==> config.mk <==
export PLATFORM = sky130hd
export DESIGN_NAME = ram_port_arbiter
export DESIGN_NICKNAME = d
export VERILOG_FILES = /design/src/rtl/ram_arb_pkg.sv /design/src/rtl/ram_read_tracker.sv /design/src/rtl/ram_port_arbiter.sv
export SDC_FILE = /design/constraint.sdc
export NUM_CORES = 1
export LEC_CHECK = 0
export CAP_MARGIN = 20
export CORE_MARGIN = 2
export CORE_UTILIZATION = 24
export DETAILED_ROUTE_END_ITERATION = 8
export PLACE_DENSITY = 0.79
export SYNTH_ARGS = -nofsm -noshare
export SYNTH_HDL_FRONTEND = slang
export SYNTH_SLANG_ARGS = --single-unit
==> constraint.sdc <==
create_clock -name clock -period 1.95 [get_ports clock]
set_clock_uncertainty 0.15 [all_clocks]
set_input_delay 0.2925 -clock clock [delete_from_list [all_inputs] [get_ports clock]]
set_output_delay 0.2925 -clock clock [all_outputs]
set_load 0.01 [all_outputs]
==> src/rtl/ram_arb_pkg.sv <==
// Shared types for the RAM port-A arbiter: FSM state encoding, requester id
// and the read-tracking pipeline entry.
package ram_arb_pkg;

    typedef logic [1:0] arb_state_t;

    localparam arb_state_t ST_IDLE = 2'd0;
    localparam arb_state_t ST_OWN0 = 2'd1;
    localparam arb_state_t ST_OWN1 = 2'd2;

    // Requester 0 = CPU datapath, requester 1 = DMA/loader engine.
    typedef logic req_id_t;

    typedef struct packed {
        logic    valid;
        req_id_t id;
    } rd_entry_t;

endpackage

==> src/rtl/ram_read_tracker.sv <==
// Tracks in-flight RAM reads for READ_LAT cycles so each returning datum is
// flagged to the requester that issued it. Writes enter as invalid entries.
module ram_read_tracker
    import ram_arb_pkg::*;
#(
    parameter int READ_LAT = 2
) (
    input  logic      clock_i,
    input  logic      reset_ni,
    input  rd_entry_t entry_i,
    output logic [1:0] rvalid_o
);

    rd_entry_t [READ_LAT-1:0] pipe_q;
    rd_entry_t [READ_LAT-1:0] pipe_d;
    rd_entry_t                tail;

    // Shift every entry one stage towards the tail, new entry at stage 0.
    always_comb begin
        pipe_d    = pipe_q;
        pipe_d[0] = entry_i;
        for (int i = 1; i < READ_LAT; i++) begin
            pipe_d[i] = pipe_q[i-1];
        end
    end

    // Pipeline register; reset flushes every in-flight read.
    always_ff @(posedge clock_i or negedge reset_ni) begin
        if (!reset_ni) begin
            pipe_q <= '0;
        end else begin
            pipe_q <= pipe_d;
        end
    end

    assign tail = pipe_q[READ_LAT-1];

    // Decode the tail entry into a one-hot (or zero) read-valid strobe.
    always_comb begin
        rvalid_o = 2'b00;
        if (tail.valid) begin
            rvalid_o[tail.id] = 1'b1;
        end
    end

endmodule

==> src/rtl/ram_port_arbiter.sv <==
// Round-robin arbiter sharing RAM port A between the CPU datapath (req 0)
// and a DMA/loader (req 1), with bounded lock bursts and read return routing.
// Optional feature macro: ARB_STATS_EN adds saturating grant/stall counters.
//
// Handshake: a requester raises req[i] with we/addr/wdata and holds them
// stable until it sees gnt[i] high; the access is taken at the rising edge
// that ends that cycle. req may remain high for back-to-back accesses.
module ram_port_arbiter
    import ram_arb_pkg::*;
#(
    parameter int READ_LAT  = 2,
    parameter int MAX_BURST = 8,
    parameter int ADDR_W    = 16,
    parameter int DATA_W    = 16
) (
    input  logic              clock,
    input  logic              reset_n,
    input  logic [1:0]        req,
    input  logic [1:0]        lock,
    input  logic [1:0]        we,
    input  logic [ADDR_W-1:0] addr0,
    input  logic [ADDR_W-1:0] addr1,
    input  logic [DATA_W-1:0] wdata0,
    input  logic [DATA_W-1:0] wdata1,
    output logic [1:0]        gnt,
    output logic [1:0]        rvalid,
    output logic [DATA_W-1:0] rdata,
    output logic [ADDR_W-1:0] ram_address,
    output logic [DATA_W-1:0] ram_data,
    output logic              ram_wren,
    input  logic [DATA_W-1:0] ram_q,
`ifdef ARB_STATS_EN
    output logic [15:0]       stat_gnt0,
    output logic [15:0]       stat_gnt1,
    output logic [15:0]       stat_stall,
`endif
    output arb_state_t        dbg_state
);

    localparam int CNT_W = $clog2(MAX_BURST + 1);

    arb_state_t       state_q, state_d;
    logic             rr_q, rr_d;
    logic [CNT_W-1:0] burst_cnt_q, burst_cnt_d;
    logic [1:0]       arb_gnt;
    logic             keep_own;
    logic             burst_at_max;
    rd_entry_t        rd_entry;

    assign burst_at_max = (burst_cnt_q >= CNT_W'(MAX_BURST));

    // Grant selection: a locked owner keeps the port until its burst budget
    // is spent with the other side waiting; otherwise plain round-robin.
    always_comb begin
        arb_gnt  = 2'b00;
        keep_own = 1'b0;
        if (state_q == ST_OWN0 && req[0] && lock[0]) begin
            keep_own = 1'b1;
            arb_gnt  = (burst_at_max && req[1]) ? 2'b10 : 2'b01;
        end else if (state_q == ST_OWN1 && req[1] && lock[1]) begin
            keep_own = 1'b1;
            arb_gnt  = (burst_at_max && req[0]) ? 2'b01 : 2'b10;
        end
        if (!keep_own) begin
            case (req)
                2'b01:   arb_gnt = 2'b01;
                2'b10:   arb_gnt = 2'b10;
                2'b11:   arb_gnt = rr_q ? 2'b10 : 2'b01;
                default: arb_gnt = 2'b00;
            endcase
        end
    end

    // Requests are ignored while reset is held.
    assign gnt = reset_n ? arb_gnt : 2'b00;

    // Next owner, round-robin pointer and consecutive-grant count.
    always_comb begin
        state_d     = ST_IDLE;
        rr_d        = rr_q;
        burst_cnt_d = '0;
        if (gnt[0]) begin
            state_d     = ST_OWN0;
            rr_d        = 1'b1;
            burst_cnt_d = (state_q != ST_OWN0) ? CNT_W'(1) :
                          (burst_at_max ? CNT_W'(1) : burst_cnt_q + CNT_W'(1));
        end else if (gnt[1]) begin
            state_d     = ST_OWN1;
            rr_d        = 1'b0;
            burst_cnt_d = (state_q != ST_OWN1) ? CNT_W'(1) :
                          (burst_at_max ? CNT_W'(1) : burst_cnt_q + CNT_W'(1));
        end
    end

    // Arbiter state registers.
    always_ff @(posedge clock or negedge reset_n) begin
        if (!reset_n) begin
            state_q     <= ST_IDLE;
            rr_q        <= 1'b0;
            burst_cnt_q <= '0;
        end else begin
            state_q     <= state_d;
            rr_q        <= rr_d;
            burst_cnt_q <= burst_cnt_d;
        end
    end

    assign dbg_state = state_q;

    // Port A drive; requester 0 supplies address/data when nobody is granted.
    assign ram_address = gnt[1] ? addr1  : addr0;
    assign ram_data    = gnt[1] ? wdata1 : wdata0;
    assign ram_wren    = |(gnt & we);

    assign rd_entry.valid = |(gnt & ~we);
    assign rd_entry.id    = gnt[1];

    ram_read_tracker #(
        .READ_LAT (READ_LAT)
    ) u_tracker (
        .clock_i  (clock),
        .reset_ni (reset_n),
        .entry_i  (rd_entry),
        .rvalid_o (rvalid)
    );

    assign rdata = ram_q;

`ifdef ARB_STATS_EN
    logic [15:0] stat_gnt0_q, stat_gnt1_q, stat_stall_q;
    logic        stalled;

    assign stalled = |(req & ~gnt);

    // Saturating grant and stall counters.
    always_ff @(posedge clock or negedge reset_n) begin
        if (!reset_n) begin
            stat_gnt0_q  <= '0;
            stat_gnt1_q  <= '0;
            stat_stall_q <= '0;
        end else begin
            if (gnt[0] && stat_gnt0_q != 16'hFFFF) stat_gnt0_q <= stat_gnt0_q + 16'd1;
            if (gnt[1] && stat_gnt1_q != 16'hFFFF) stat_gnt1_q <= stat_gnt1_q + 16'd1;
            if (stalled && stat_stall_q != 16'hFFFF) stat_stall_q <= stat_stall_q + 16'd1;
        end
    end

    assign stat_gnt0  = stat_gnt0_q;
    assign stat_gnt1  = stat_gnt1_q;
    assign stat_stall = stat_stall_q;
`endif

endmodule
[Word-level counts from Yosys, hierarchy flattened]
Cells that the tools add are included.
Storage, ports and cells
  input port bits: 88
  word-level logic and storage cells: 55
  bits in read-only memories: 0
  RAM bits: 0
  bits in latches: 0
  memories kept: 0
  register bits: 11
Operators by class
  shift operators: 0
  mux-type cells: 24
  multipliers: 0
  reductions and logical operators: 10
  magnitude comparators: 3
  equal/unequal tests: 7
  add/subtract/negate cells: 1
  bitwise operators: 3
  divide/modulo/power cells: 0
Operators by type and width (count)
  2-to-1 mux 16 bit: 2
  2-to-1 mux 2 bit: 10
  2-to-1 mux 4 bit: 5
  logical AND 1 bit: 7
  equality test 2 bit, second input constant: 3
  one-hot mux 2 bit (3 select lines): 1
  2-to-1 mux 1 bit: 5
  adder 4 x 1 -> 4 bit, second input constant: 1
  bitwise AND 2 bit: 2
  equality test 2 x 1 -> 1 bit, second input constant: 2
  >= comparator 4 bit, second input constant: 1
  OR reduction 2 bit: 2
  less-than comparator 1 x 2 -> 1 bit, second input constant: 1
  != test 2 x 1 -> 1 bit, second input constant: 1
  != test 2 bit, second input constant: 1
  inverter 2 bit: 1
  nonzero test 2 bit: 1
  demux 1 bit (select 1 bit): 1
  >= comparator 1 bit, second input constant: 1

[Logic depth before layout (Yosys ltp)]
  depth after elaboration: 9
  mapped depth: 6
  mapped depth without buffers: 6

[Modules after synthesis]
Synthesis repeated with hierarchy kept, for this count alone.
Unflattened totals
  cells, all modules: 106
  area total of the unflattened synthesis: 1142.3 um2
By module, submodules not included
  ram_port_arbiter: cells an instance 100, times used 1, area an instance 1026.0 um2
  ram_read_tracker: cells an instance 6, times used 1, area an instance 116.4 um2

[Worst setup path after synthesis]
No wires, ideal clock.
  path type: reg-to-output
  from: register state_q[1], in the netlist dbg_state[1]
  to: output port ram_data[10]
  slack: -283 ps
  required time: 1507 ps
  arrival time: 1790 ps
  stages on the path, launching flop included: 6
  cells stage by stage: dfrtp_1 -> nand3b_1 -> a21bo_2 -> o211ai_4 -> buf_8 -> mux2_2
Between the ends
  longest elaborated chain between the ends: 8
  elaborated cells between the ends (all ways): 13
RTL lines
  from (decl): RTL line ram_port_arbiter.sv:42  | arb_state_t state_q, state_d;
  from (signal assigned): RTL line ram_port_arbiter.sv:102  | state_q <= state_d;
  equality test 2 bit: RTL line ram_port_arbiter.sv:60  | end else if (state_q == ST_OWN1 && req[1] && lock[1]) begin
  logical AND 1 bit (2 in a row): RTL line ram_port_arbiter.sv:60
  2-to-1 mux 2 bit / 2-to-1 mux 1 bit (equally long branches): RTL line ram_port_arbiter.sv:60
  2-to-1 mux 2 bit / 2-to-1 mux 1 bit (equally long branches): RTL line ram_port_arbiter.sv:57  | if (state_q == ST_OWN0 && req[0] && lock[0]) begin
  2-to-1 mux 2 bit *: RTL line ram_port_arbiter.sv:64  | if (!keep_own) begin
  2-to-1 mux 2 bit *: RTL line ram_port_arbiter.sv:75  | assign gnt = reset_n ? arb_gnt : 2'b00;
  2-to-1 mux 16 bit *: RTL line ram_port_arbiter.sv:112  | assign ram_data = gnt[1] ? wdata1 : wdata0;
  to (decl): RTL line ram_port_arbiter.sv:29  | output logic [DATA_W-1:0] ram_data,
Mark *: on every way between the ends. The rest lies on a longest branch, timed or not.

[Final worst setup path]
  from: register state_q[0], in the netlist dbg_state[0]
  to: output port ram_wren
Between the ends
  longest elaborated chain between the ends: 9
  elaborated cells between the ends (all ways): 14
RTL lines
  equality test 2 bit: RTL line ram_port_arbiter.sv:60
  logical AND 1 bit (2 in a row): RTL line ram_port_arbiter.sv:60
  2-to-1 mux 2 bit / 2-to-1 mux 1 bit (equally long branches): RTL line ram_port_arbiter.sv:60
  2-to-1 mux 2 bit / 2-to-1 mux 1 bit (equally long branches): RTL line ram_port_arbiter.sv:57
  2-to-1 mux 2 bit *: RTL line ram_port_arbiter.sv:64
  2-to-1 mux 2 bit *: RTL line ram_port_arbiter.sv:75
  bitwise AND 2 bit *: RTL line ram_port_arbiter.sv:113  | assign ram_wren = |(gnt & we);
  OR reduction 2 bit *: RTL line ram_port_arbiter.sv:113
  to (decl): RTL line ram_port_arbiter.sv:30  | output logic ram_wren,
Marks and branches as above.

==> results <==
[power breakdown]
part | switching, mW | internal (mW) | total, mW
Sequential | 0.0136 | 0.247 | 0.261
Clock | 0.0827 | 0.143 | 0.226
Combinational | 0.226 | 0.480 | 0.706
[cell usage after synthesis, types with 2 or more instances]
cell       n
buf_4     18
buf_8      3
dfrtp_1   11
ha_1       2
inv_1      4
mux2_2    29
mux2_4     3
nand2_1    3
nand3b_1   3
nand4b_1   2
nor2_1     2
nor3_1     2
o22ai_1    2
or2b_1     2
[per-layer routing]
metal | up-vias | wire length, um | global-route usage (%)
met5 | - | 0 | 0
met4 | 0 | 30 | 3.909
met3 | 3 | 296 | 3.729
met2 | 67 | 2396 | 29.13
met1 | 618 | 1647 | 18.25
li1 | 619 | - | -
[sequential cells by signal (all words and copies together), names as in the netlist]
signal and cells:
burst_cnt_q 4, dbg_state 2, u_tracker.pipe_d 2, u_tracker.pipe_q 2, rr_q 1
[worst paths after layout]
kind,startpoint,endpoint,slack [ns]
max in group asynchronous,reset_n,dbg_state[1],1.25
min in group asynchronous,reset_n,burst_cnt_q[3],0.23
max,dbg_state[0],ram_wren,-0.63
min reg2reg,u_tracker.pipe_d[2],u_tracker.pipe_q[2],0.19
max reg2reg,dbg_state[0],burst_cnt_q[0],-0.52
min,u_tracker.pipe_d[2],u_tracker.pipe_q[2],0.19
[worst max-delay path, stage by stage (launching register included)]
cell,delay [ns]
dfrtp_1,0.42
buf_4,0.15
buf_6,0.11
buf_6,0.11
or2b_1,0.19
a21boi_1,0.08
o311a_1,0.40
buf_6,0.13
a22o_1,0.18
buf_2,0.14
[area by class of cell]
cell class,instances,area (um^2)
clock buffer,4,45.04
timing repair buffer,147,1531
sequential,11,276.5
fill,397,1909
tap,54,67.56
multi-input combinational,68,807.0
inverter,5,23.77
[cell families after synthesis]
kind of cell / after synthesis / synth area share (%)
AO/OA/AOI/OAI: 12 / 10.84
XOR/XNOR: 1 / 0.7668
adder cells (fa/ha/maj): 2 / 2.190
buffers and inverters: 26 / 17.41
flip-flops: 11 / 24.10
multiplexers: 33 / 33.41
AND/OR/NAND/NOR: 20 / 11.28
[metrics by stage]
stage,instances,area [um^2],utilization [%]
3_5_place_dp,264,2280,48.91
4_1_cts,287,2773,59.49
3_3_place_gp,264,2280,48.91
2_1_floorplan,105,1159,-
5_1_grt,289,2751,59.03
6_report,289,2751,59.03
[timing repair]
action	CTS	global route
resized for setup	224	11
buffers inserted	16	7
hold endpoints to repair	0	0
setup endpoints to repair	39	44
cloned	4	0
pin swaps	10	6
==> impl_metrics.py <==
metrics = {
    "outcome": {
        "status": "complete, but fails checks",
        "violations": "negative setup slack",
    },
    "setup_path": {
        "critPathKind": "reg -> out",
        "crit_fanout": 4,
        "cp.required_ns": 1.51,
        "start_kind": "register",
        "end_kind": "primary output",
        "cp.arrival_ns": 2.14,
        "rr_worst_depth": 11,
    },
    "drt": {
        "first_pass_iters": 2,
        "post-route-drc-count": 0,
        "postRouteAntennaNets": 0,
        "routedWlPerCell_um": 15.12,
        "vias": 1307,
        "drtIter0Drc": 24,
        "wirelength_um": 4370,
        "vias_per_cell": 4.522,
    },
    "finish": {
        "area_growth_pct": 140.9,
        "fin_nets": 326,
        "drive_above_1_share_pct": 52.34,
        "layout_commonest_cell": "clkdlybuf4s50_1",
        "diodes": 0,
        "final_cell_mix": "clkdlybuf4s50_1 (71), buf_6 (48), mux2_4 (32)",
    },
    "floorplanning": {
        "start_util_pct": 24.51,
        "ios": 143,
        "num_rows": 25,
        "coreArea_um2": 4661,
        "die_area_um2": 5328,
        "fp.dieW_um": 72.99,
        "die_y_um": 72.99,
    },
    "placed_design": {
        "preCtsSetupSlack_ns": -1.017,
        "gp_congestion": 0.7674,
        "port_buffers": 110,
        "dp_hpwl_um": 2904,
    },
    "yosys": {
        "synthFlopType": "dfrtp_1",
        "yosys.cell_types.count": 33,
        "synth_top_area_cell": "mux2_2",
        "syn-num-nets": 195,
        "synth_area_um2": 1142,
        "ys_ff_latch": 11,
        "synth_seq_area_share_pct": 24.10,
        "ys_warn_count": 0,
        "netlist_instances": 105,
        "netlist_top_cells_area": "mux2_2 (29%), dfrtp_1 (24%), buf_4 (12%), buf_8 (3.9%), mux2_4 (3.9%)",
        "syn_avg_cell_area_um2": 10.88,
        "synth_edf_count": 0,
        "yosys.area.top_type_share_pct": 28.59,
        "ys_async_sr_fraction_pct": 100.0,
    },
    "timing": {
        "timing.slew.headroom_pct": 81.29,
        "finalCriticalPeriod_ns": 2.578,
        "hold_viol": 0,
        "rsz0062_at_grt": "yes",
        "setup_viol": 44,
        "fmax_ghz": 0.3880,
        "slew_violations": 0,
        "whs_ns": 0.1948,
        "worst_pin_slew_ns": 0.2729,
        "finalSetupTns_ns": -22.55,
        "fin_ws_ns": -0.6276,
        "min_period_over_period_pct": 132.2,
    },
    "power": {
        "ir_drop_uv": 180.6,
        "p_total_mw": 1.192,
        "leakage_nw": 1.327,
        "p_per_area_nw_per_um2": 433.4,
    },
    "flow_run": {
        "maxCapViolCount": 0,
    },
    "clock_network": {
        "htreeDepth": 1,
        "cts_made_buffers": 3,
        "cts_buffer_depth": 2,
        "cts_tree": "built",
        "cts_sinks": 11,
        "insertion_delay_ns": 0.24,
        "clk_pin_slew_ns": 0.05,
        "cts_hold_buf": 0,
        "root_buffer": "clkbuf_8",
    },
    "grt": {
        "antenna_found_initial": 0,
        "grt_pass1_vias": 1384,
        "grt_first_pass_wirelength_um": 6527,
        "grt_max_degree": 13,
        "grt_use_total_pct": 15.83,
        "gr-total-overflow": 0,
    },
    "min_path": {
        "hold_path_depth": 0,
        "hp-class": "reg -> reg",
    },
}
(Power assumes the default switching activity.)
